<file path="src/rtl/term_pkg.sv">
// Shared geometry, control codes and state encoding for the terminal writer.
// The character RAM holds ROWS*COLS cells addressed as phys_row*COLS+col.
package term_pkg;

  localparam int COLS = 64;
  localparam int ROWS = 40;
  localparam logic [7:0] BLANK = 8'h20;

  localparam int CELLS  = ROWS * COLS;
  localparam int ADDR_W = $clog2(CELLS);
  localparam int ROW_W  = $clog2(ROWS);
  localparam int COL_W  = $clog2(COLS);

  localparam logic [7:0] ASCII_BS = 8'h08;
  localparam logic [7:0] ASCII_LF = 8'h0A;
  localparam logic [7:0] ASCII_FF = 8'h0C;
  localparam logic [7:0] ASCII_CR = 8'h0D;

  typedef enum logic [1:0] {
    CLR_ALL,
    IDLE,
    CLR_LINE
  } state_t;

endpackage

</file>
<file path="src/rtl/terminal_writer.sv">
// Turns an ASCII byte stream into character-RAM writes, tracking the cursor
// and a circular top row so scrolling only needs one line cleared.
module terminal_writer
  import term_pkg::*;
(
  input  logic              clk_in,
  input  logic              rst_in,
  input  logic [7:0]        char_in,
  input  logic              char_valid_in,
  output logic              char_ready_out,
  output logic              wr_en_out,
  output logic [ADDR_W-1:0] wr_addr_out,
  output logic [7:0]        wr_data_out,
  output logic [ROW_W-1:0]  top_row_out,
  output logic [ROW_W-1:0]  cursor_row_out,
  output logic [COL_W-1:0]  cursor_col_out,
  output logic              busy_out
);

  state_t            state_reg, state_next;
  logic [ROW_W-1:0]  top_reg, top_next;
  logic [ROW_W-1:0]  row_reg, row_next;
  logic [COL_W-1:0]  col_reg, col_next;
  logic [ROW_W-1:0]  clr_row_reg, clr_row_next;
  logic [ADDR_W-1:0] cnt_reg, cnt_next;
  logic              wr_en_reg, wr_en_next;
  logic [ADDR_W-1:0] wr_addr_reg, wr_addr_next;
  logic [7:0]        wr_data_reg, wr_data_next;

  logic [ROW_W:0]    row_sum;
  logic [ROW_W-1:0]  phys_row;
  logic [ADDR_W-1:0] row_base;
  logic              newline;

  // Screen row to physical RAM row; ROWS need not be a power of two.
  assign row_sum  = {1'b0, top_reg} + {1'b0, row_reg};
  assign phys_row = (row_sum >= (ROW_W+1)'(ROWS)) ? ROW_W'(row_sum - (ROW_W+1)'(ROWS))
                                                  : ROW_W'(row_sum);
  assign row_base = ADDR_W'(phys_row) * ADDR_W'(COLS);

  always_ff @(posedge clk_in or negedge rst_in) begin
    if (!rst_in) begin
      state_reg   <= CLR_ALL;
      top_reg     <= '0;
      row_reg     <= '0;
      col_reg     <= '0;
      clr_row_reg <= '0;
      cnt_reg     <= '0;
      wr_en_reg   <= 1'b0;
      wr_addr_reg <= '0;
      wr_data_reg <= '0;
    end else begin
      state_reg   <= state_next;
      top_reg     <= top_next;
      row_reg     <= row_next;
      col_reg     <= col_next;
      clr_row_reg <= clr_row_next;
      cnt_reg     <= cnt_next;
      wr_en_reg   <= wr_en_next;
      wr_addr_reg <= wr_addr_next;
      wr_data_reg <= wr_data_next;
    end
  end

  always_comb begin
    state_next   = state_reg;
    top_next     = top_reg;
    row_next     = row_reg;
    col_next     = col_reg;
    clr_row_next = clr_row_reg;
    cnt_next     = cnt_reg;
    wr_en_next   = 1'b0;
    wr_addr_next = wr_addr_reg;
    wr_data_next = wr_data_reg;
    newline      = 1'b0;

    case (state_reg)
      CLR_ALL: begin
        wr_en_next   = 1'b1;
        wr_addr_next = cnt_reg;
        wr_data_next = BLANK;
        if (cnt_reg == ADDR_W'(CELLS - 1)) begin
          cnt_next   = '0;
          state_next = IDLE;
        end else begin
          cnt_next = cnt_reg + 1'b1;
        end
      end

      CLR_LINE: begin
        wr_en_next   = 1'b1;
        wr_addr_next = ADDR_W'(clr_row_reg) * ADDR_W'(COLS) + cnt_reg;
        wr_data_next = BLANK;
        if (cnt_reg == ADDR_W'(COLS - 1)) begin
          cnt_next   = '0;
          state_next = IDLE;
        end else begin
          cnt_next = cnt_reg + 1'b1;
        end
      end

      IDLE: begin
        if (char_valid_in) begin
          if (char_in >= 8'h20 && char_in <= 8'h7E) begin
            wr_en_next   = 1'b1;
            wr_addr_next = row_base + ADDR_W'(col_reg);
            wr_data_next = char_in;
            if (col_reg == COL_W'(COLS - 1)) begin
              col_next = '0;
              newline  = 1'b1;
            end else begin
              col_next = col_reg + 1'b1;
            end
          end else if (char_in == ASCII_LF) begin
            col_next = '0;
            newline  = 1'b1;
          end else if (char_in == ASCII_CR) begin
            col_next = '0;
          end else if (char_in == ASCII_BS) begin
            if (col_reg != '0) begin
              col_next     = col_reg - 1'b1;
              wr_en_next   = 1'b1;
              wr_addr_next = row_base + ADDR_W'(col_reg - 1'b1);
              wr_data_next = BLANK;
            end
          end else if (char_in == ASCII_FF) begin
            row_next   = '0;
            col_next   = '0;
            top_next   = '0;
            cnt_next   = '0;
            state_next = CLR_ALL;
          end
        end
      end

      default: state_next = CLR_ALL;
    endcase

    // Scroll: the old top row becomes the new bottom line and must be blanked.
    if (newline) begin
      if (row_reg < ROW_W'(ROWS - 1)) begin
        row_next = row_reg + 1'b1;
      end else begin
        top_next     = (top_reg == ROW_W'(ROWS - 1)) ? '0 : top_reg + 1'b1;
        clr_row_next = top_reg;
        cnt_next     = '0;
        state_next   = CLR_LINE;
      end
    end
  end

  assign char_ready_out = (state_reg == IDLE);
  assign busy_out       = (state_reg != IDLE);
  assign wr_en_out      = wr_en_reg;
  assign wr_addr_out    = wr_addr_reg;
  assign wr_data_out    = wr_data_reg;
  assign top_row_out    = top_reg;
  assign cursor_row_out = row_reg;
  assign cursor_col_out = col_reg;

endmodule

</file>
<file path="config.mk">
export PLATFORM = sky130hd
export DESIGN_NAME = terminal_writer
export DESIGN_NICKNAME = d
export VERILOG_FILES = /design/src/rtl/term_pkg.sv /design/src/rtl/terminal_writer.sv
export SDC_FILE = /design/constraint.sdc
export NUM_CORES = 1
export LEC_CHECK = 0
export ABC_AREA = 1
export CELL_PAD_IN_SITES_DETAIL_PLACEMENT = 2
export CELL_PAD_IN_SITES_GLOBAL_PLACEMENT = 2
export CORE_AREA = 2 2 116 118
export CTS_BUF_LIST = sky130_fd_sc_hd__clkbuf_16
export CTS_CLUSTER_SIZE = 30
export DETAILED_ROUTE_END_ITERATION = 8
export DIE_AREA = 0 0 118 120
export PLACE_DENSITY = 0.95
export REMOVE_ABC_BUFFERS = 1
export SLEW_MARGIN = 20
export SYNTH_ARGS = -nofsm -noshare
export SYNTH_HDL_FRONTEND = slang
export SYNTH_SLANG_ARGS = --single-unit
export TNS_END_PERCENT = 50
</file>
<file path="constraint.sdc">
create_clock -name clk_in -period 5.5 [get_ports clk_in]
set_input_delay 1.375 -clock clk_in [delete_from_list [all_inputs] [get_ports clk_in]]
set_output_delay 1.375 -clock clk_in [all_outputs]
set_load 0.1 [all_outputs]
</file>
## Yosys cells after proc, flatten, opt, wreduce, memory -nomap -nowiden

Index checks and enable logic that the tools add are counted.

| cells by class | value |
|---|---|
| $add $sub $neg | 11 |
| $lt $le $gt $ge | 4 |
| equal/unequal tests | 17 |
| muxes and demuxes | 75 |
| bitwise logic cells | 1 |
| reductions and logical operators | 11 |

Operators by type and width:

| operator | count |
|---|---|
| $mux W12 | 16 |
| $mux W6 | 27 |
| $pmux W12 S3 | 2 |
| $mux W8 | 6 |
| $eq A8 B4 Y1 const B | 4 |
| $add A12 B12 Y12 | 2 |
| $mux W2 | 10 |
| $add A6 B1 Y6 const B | 3 |
| $pmux W8 S2 | 1 |
| $add A12 B1 Y12 const B | 1 |
| $add A12 B6 Y12 | 1 |
| $eq A12 B12 Y1 const B | 1 |
| $eq A12 B6 Y1 const B | 1 |
| $eq A6 B6 Y1 const B | 2 |
| $reduce_and A6 Y1 | 2 |
| $mux W1 | 11 |
| $ge A8 B6 Y1 const B | 1 |
| $le A8 B7 Y1 const B | 1 |
| $add A6 B6 Y7 | 1 |
| $ge A7 B6 Y1 const B | 1 |
| $sub A6 B1 Y7 const B | 1 |
| $lt A6 B6 Y1 const B | 1 |
| $ne A3 B1 Y1 const B | 2 |
| $ne A3 B3 Y1 const B | 2 |
| other kinds (19) | 19 |

| word-level totals | value |
|---|---|
| bits in registers | 59 |
| input port bits | 11 |
| output and inout port bits | 41 |
| word-level logic and storage cells | 128 |

## Depth between registers and ports, before layout

| depth | value |
|---|---|
| word-level depth | 11 |
| depth in mapped cells | 27 |
| mapped depth without buffers | 27 |

## Worst setup path before layout

Ideal clock, no wire load.

| timing | value |
|---|---|
| kind | register -> register |
| from | reg top_reg[0] (netlist: top_row_out[0]) |
| to | reg wr_addr_reg[11] (netlist: wr_addr_out[11]) |
| library setup time | 120 ps |
| data arrival time | 3665 ps |
| required time | 5380 ps |
| setup slack | 1715 ps |
| cell stages (with the launch flop) | 23 |
| buffers on the path | 0 |
| period minus slack after synthesis | 3785 ps |
| path through | dfrtp_1 ha_1 fa_1 or2_2 nor2_1 nand3_1 nor2_1 nand2_1 nand3_1 nand2_1 and2_1 ha_1 nand2_1 inv_1 nand4_1 nand3_1 nor2_1 nor2_1 nand3_1 nand3_1 nand2_1 nand2_1 nand2_1 |

| between the ends | value |
|---|---|
| longest elaborated chain between the ends | 11 |
| elaborated cells between the ends (all ways) | 13 |
| classes of those cells | add/sub (4); order compare (1); mux (8) |

Ends and longest elaborated chain:

| item | line | source |
|---|---|---|
| start: declaration | terminal_writer.sv:21 | `logic [ROW_W-1:0] top_reg, top_next;` |
| start signal: assignment | terminal_writer.sv:54 | `top_reg <= top_next;` |
| $add A6 B6 Y7 (*) | terminal_writer.sv:36 | `assign row_sum = {1'b0, top_reg} + {1'b0, row_reg};` |
| $sub A6 B6 Y6 or $ge A7 B6 Y1 (tied branches) | terminal_writer.sv:37 | `assign phys_row = (row_sum >= (ROW_W+1)'(ROWS)) ? ROW_W'(row_sum - (ROW_W+1)'(ROWS))` |
| $mux W6 (*) | terminal_writer.sv:37 |  |
| $add A12 B12 Y12 | terminal_writer.sv:123 | `wr_addr_next = row_base + ADDR_W'(col_reg - 1'b1);` |
| $mux W12 | terminal_writer.sv:120 | `if (col_reg != '0) begin` |
| $mux W12 | terminal_writer.sv:119 | `end else if (char_in == ASCII_BS) begin` |
| $mux W12 | terminal_writer.sv:117 | `end else if (char_in == ASCII_CR) begin` |
| $mux W12 | terminal_writer.sv:114 | `end else if (char_in == ASCII_LF) begin` |
| $mux W12 (*) | terminal_writer.sv:104 | `if (char_in >= 8'h20 && char_in <= 8'h7E) begin` |
| $mux W12 (*) | terminal_writer.sv:103 | `if (char_valid_in) begin` |
| $pmux W12 S3 (*) | terminal_writer.sv:77 | `case (state_reg)` |
| end signal: assignment | terminal_writer.sv:60 | `wr_addr_reg <= wr_addr_next;` |
| end: declaration | terminal_writer.sv:27 | `logic [ADDR_W-1:0] wr_addr_reg, wr_addr_next;` |

Mark *: on every way between the ends. The rest lies on a longest branch, timed or not. The select of a mux whose other input is x is not followed.
A chain may end at the register's enable or synchronous reset.

## Worst setup path in the final report

| timing | value |
|---|---|
| from | reg state_reg[1] |
| to | out busy_out |

| between the ends | value |
|---|---|
| longest elaborated chain between the ends | 1 |

Ends and longest elaborated chain:

| item | line | source |
|---|---|---|
| start: declaration | terminal_writer.sv:20 | `state_t state_reg, state_next;` |
| start signal: assignment | terminal_writer.sv:53 | `state_reg <= state_next;` |
| $ne A2 B1 Y1 | terminal_writer.sv:153 | `assign busy_out = (state_reg != IDLE);` |
| end: declaration | terminal_writer.sv:17 | `output logic busy_out` |

No other way between the ends.

==> results.md <==
- Root buf cell: clkbuf_16
- Fraction of the mapped netlist area in adder cells: a little under a tenth
- Startpoint-to-endpoint class of the critical path: register to output port
- Number of antenna cells inserted: 0
- Worst reg-to-reg setup slack: between 1.5 and 2 ns
- Power density cells: around 190 nW/um2
- Critical Path Source Type: register
- Count of buffers from port buffering: 51
- Endpoint of the most critical setup path: busy_out
- Number of failing hold endpoints at the final stage: 0
- Cell row count: 42
- Combinational family with the most area after synthesis: simple AND/OR/NAND/NOR gates
- Share of flip-flops with an asynchronous set or reset: 100%
- Pre-Repair DR Iteration Count: 4
- Initial standard-cell utilization of the core: approximately 34%
- Power, Total: 1030 uW
- Setup total negative slack: 0 ns
- Worst Hold Slack: around 0.48 ns
- Routed wirelength normalized by instance count: approximately 20 um
- Placer congestion estimate: 0.830
- Clock latency on the worst-skew pair: between 0.3 and 0.4 ns
- FF-to-FF Start: top_row_out[0]$_DFF_PN0_
- Clock transition at the register clock pins on the worst setup and hold paths after CTS: 0.05 ns
- Gate Count Post-Synth: roughly 600
- Start point of the critical path: state_reg[1]$_DFF_PN0_
- Arrival time of data at the critical path endpoint: approximately 2.6 ns
- Final worst path period need: approximately 4 ns
- Largest net degree at the start of global routing: 60
- Sequential-to-total area share from yosys stat: approximately a third
- Outcome: complete, no violations
- Number of flops mapped to enable cells by yosys: 0
- CP max FO: 9
- Fraction of synthesized area in multiplexers: less than 1%
- Number of DRC violations after detailed routing: 0
- Remaining global-route overflow: 0
- FF-to-FF End: wr_addr_out[11]$_DFFE_PN0P_
- Share of the synthesized netlist area taken by xor and xnor gates: under 10%
- H-Tree Depth: 3
- Core area: approximately 13000 um2
- GRT Util Overall: roughly a quarter
- Full die area: ~14000 um2
- Iteration-0 DRC count of the detailed router: ~160
- Worst min path class: register to register
- Total of flip-flops plus latches after synthesis: 59
- Wire length of the first global-routing pass: 27600 um
- Part of the cycle the worst path needs: just over 70%
- Primary FF master, synth: dfrtp_1
- Final nets: around 700
- TritonCTS clock tree: yes
- Synthesized-area fraction occupied by and/or/nand/nor cells: 27.3%
- Number of top-level pins: 52
- HPWL after DPL: 12200 um
- Worst Max-Slew Pin Slew: 1.02 ns
- Count of yosys warnings during synthesis: 0
- Vias in the first global route: 5082
- Count of pins over their slew limit: 0
- Initial antenna violation count: 0
- Total setup violations reported at the end of the flow: 0
- Via count of the routed design: 4538
- Die outline width: between 100 and 150 um
- RSZ-0062 raised after global routing: false
- Post-route clock skew: between 0.006 and 0.007 ns
- Cts hold-fix bufs: 0
- Post-route ant nets: 0
- Logic depth of the worst register-to-register path: 25
- Overall die height: roughly 120 um
- Total wirelength of the detailed-routed design: between 15000 and 20000 um
- Count of instances resized after the clock tree is built: 0
- Critical path capture point type: output port
- Number of clock sinks: 59
- Cell area after synthesis: approximately 4400 um2
- Buffer depth of the longest clock path: 2
- Layout overhead on the synthesized area: 20.9%
- Static power due to leakage: roughly 0.0026 uW
- Slew Limit Headroom: 31.9%
- Ratio of cells with drive above 1 in the final layout: 6.18%
- Post-detailed-route via-to-cell ratio: between 5 and 6
- Number of different library cells in the post-synthesis netlist: around 40
- Launch point of the worst hold path: wr_addr_out[10]$_DFFE_PN0P_
- Highest clock rate: between 200 and 250 MHz
- Compound-gate portion of the synthesized area: between 10% and 20%
- Critical path required time: 4.12 ns
- Post-CTS setup buffers: 0
- Total clock buffers created by CTS: 9
- Mean Syn Cell Area: between 7 and 8 um2
- Worst supply voltage drop on vdd: roughly 0.00011 V
- Max-capacitance violation count: 0
-- synth_stat cells, types with 2 or more instances --
cell      number  area share, %
a21oi_1       33            3.7
a22oi_1        2           0.34
a31oi_1       11            1.6
and2_1         2           0.28
and3_1         2           0.28
buf_2          8           0.91
buf_6          2           0.51
clkbuf_1      10           0.85
dfrtp_1       59             33
fa_1           3            1.4
ha_1          27            7.7
inv_1         75            6.4
inv_2          7           0.60
mux2i_1        2           0.45
nand2_1      160             14
nand3_1       39            4.4
nand3b_1       2           0.34
nand4_1       15            2.1
nor2_1        33            2.8
nor2_2         3           0.43
nor3_1        10            1.1
o211ai_1       7            1.2
o21ai_0       49            5.6
o21ai_1       10            1.1
o21ai_2        7            1.4
o221ai_1       2           0.40
or2_2          2           0.28
xnor2_1        3           0.60
xor2_1        18            3.6
-- worst min-delay path by stage --
stage,to,slack (ns),cells past startpoint
3_3_place_gp,wr_data_out[7]$_DFFE_PN0P_,0.45,2
4_1_cts,wr_addr_out[10]$_DFFE_PN0P_,0.49,2
3_5_place_dp,wr_addr_out[10]$_DFFE_PN0P_,0.48,2
2_1_floorplan,clr_row_reg[0]$_DFFE_PN0P_,0.46,2
6_report,wr_addr_out[10]$_DFFE_PN0P_,0.48,2
5_1_grt,wr_addr_out[8]$_DFFE_PN0P_,0.53,2
-- kinds of logic after synthesis --
family          Yosys count
simple gates            275
compound gates          126
buf+inv                 102
flops                    59
fa+ha+maj                30
xor+xnor                 21
mux                       2
-- critical path: stages (launching register included) --
cell,delay [ns]
dfrtp_1,0.41
inv_1,0.09
ha_1,0.36
inv_1,0.23
clkdlybuf4s50_1,1.18
-- report_power, final --
group | switching (uW) | leakage, uW | internal [uW]
combinational | 25.5 | 0.00176 | 10.2
sequential | 0.147 | 0.000697 | 434
clock | 219 | 0.000140 | 340
-- placed cells by master, fill, tap and decap left out, types with 7 or more instances in the layout --
| cell | netlist | layout |
|---|---|---|
| nand3_1 | 39 | 39 |
| nand4_1 | 15 | 15 |
| inv_1 | 75 | 76 |
| nor3_1 | 10 | 10 |
| nor2_1 | 33 | 33 |
| a31oi_1 | 11 | 11 |
| nand2_1 | 160 | 160 |
| o21ai_0 | 49 | 49 |
| xor2_1 | 18 | 18 |
| o21ai_1 | 10 | 10 |
| dfrtp_1 | 59 | 59 |
| clkbuf_16 | 0 | 9 |
| inv_2 | 7 | 7 |
| a21oi_1 | 33 | 33 |
| ha_1 | 27 | 27 |
| o21ai_2 | 7 | 7 |
| o211ai_1 | 7 | 7 |
| clkdlybuf4s50_1 | 0 | 50 |
-- routing by layer --
metal	track usage, %	part of all wire [%]	wire, um
met1	29.4	43	7320
met2	44.9	52	8810
met3	3.85	2.3	398
met4	11.7	3.2	550
met5	0	0	0
-- layout make-up --
type / count / area [um2]
tap: 176 / 220
fill: 1526 / 7650
sequential: 59 / 1480
clock buffer: 9 / 225
clock inverter: 5 / 47.5
multi-input combinational: 454 / 2520
timing repair buffer: 54 / 528
inverter: 82 / 308
-- stage by stage --
| step | cell area, um2 | util (%) | instances | setup WS (ns) |
|---|---|---|---|---|
| after floorplan | 4310 | - | 595 | 1.68 |
| after global placement | 5060 | 39.0 | 825 | 1.71 |
| after detailed placement | 5060 | 39.0 | 825 | 1.43 |
| after CTS | 5330 | 41.1 | 839 | 1.49 |
| after global routing | 5330 | 41.1 | 839 | 1.21 |
| final | 5330 | 41.1 | 839 | 1.50 |
(Power assumes the default switching activity.)
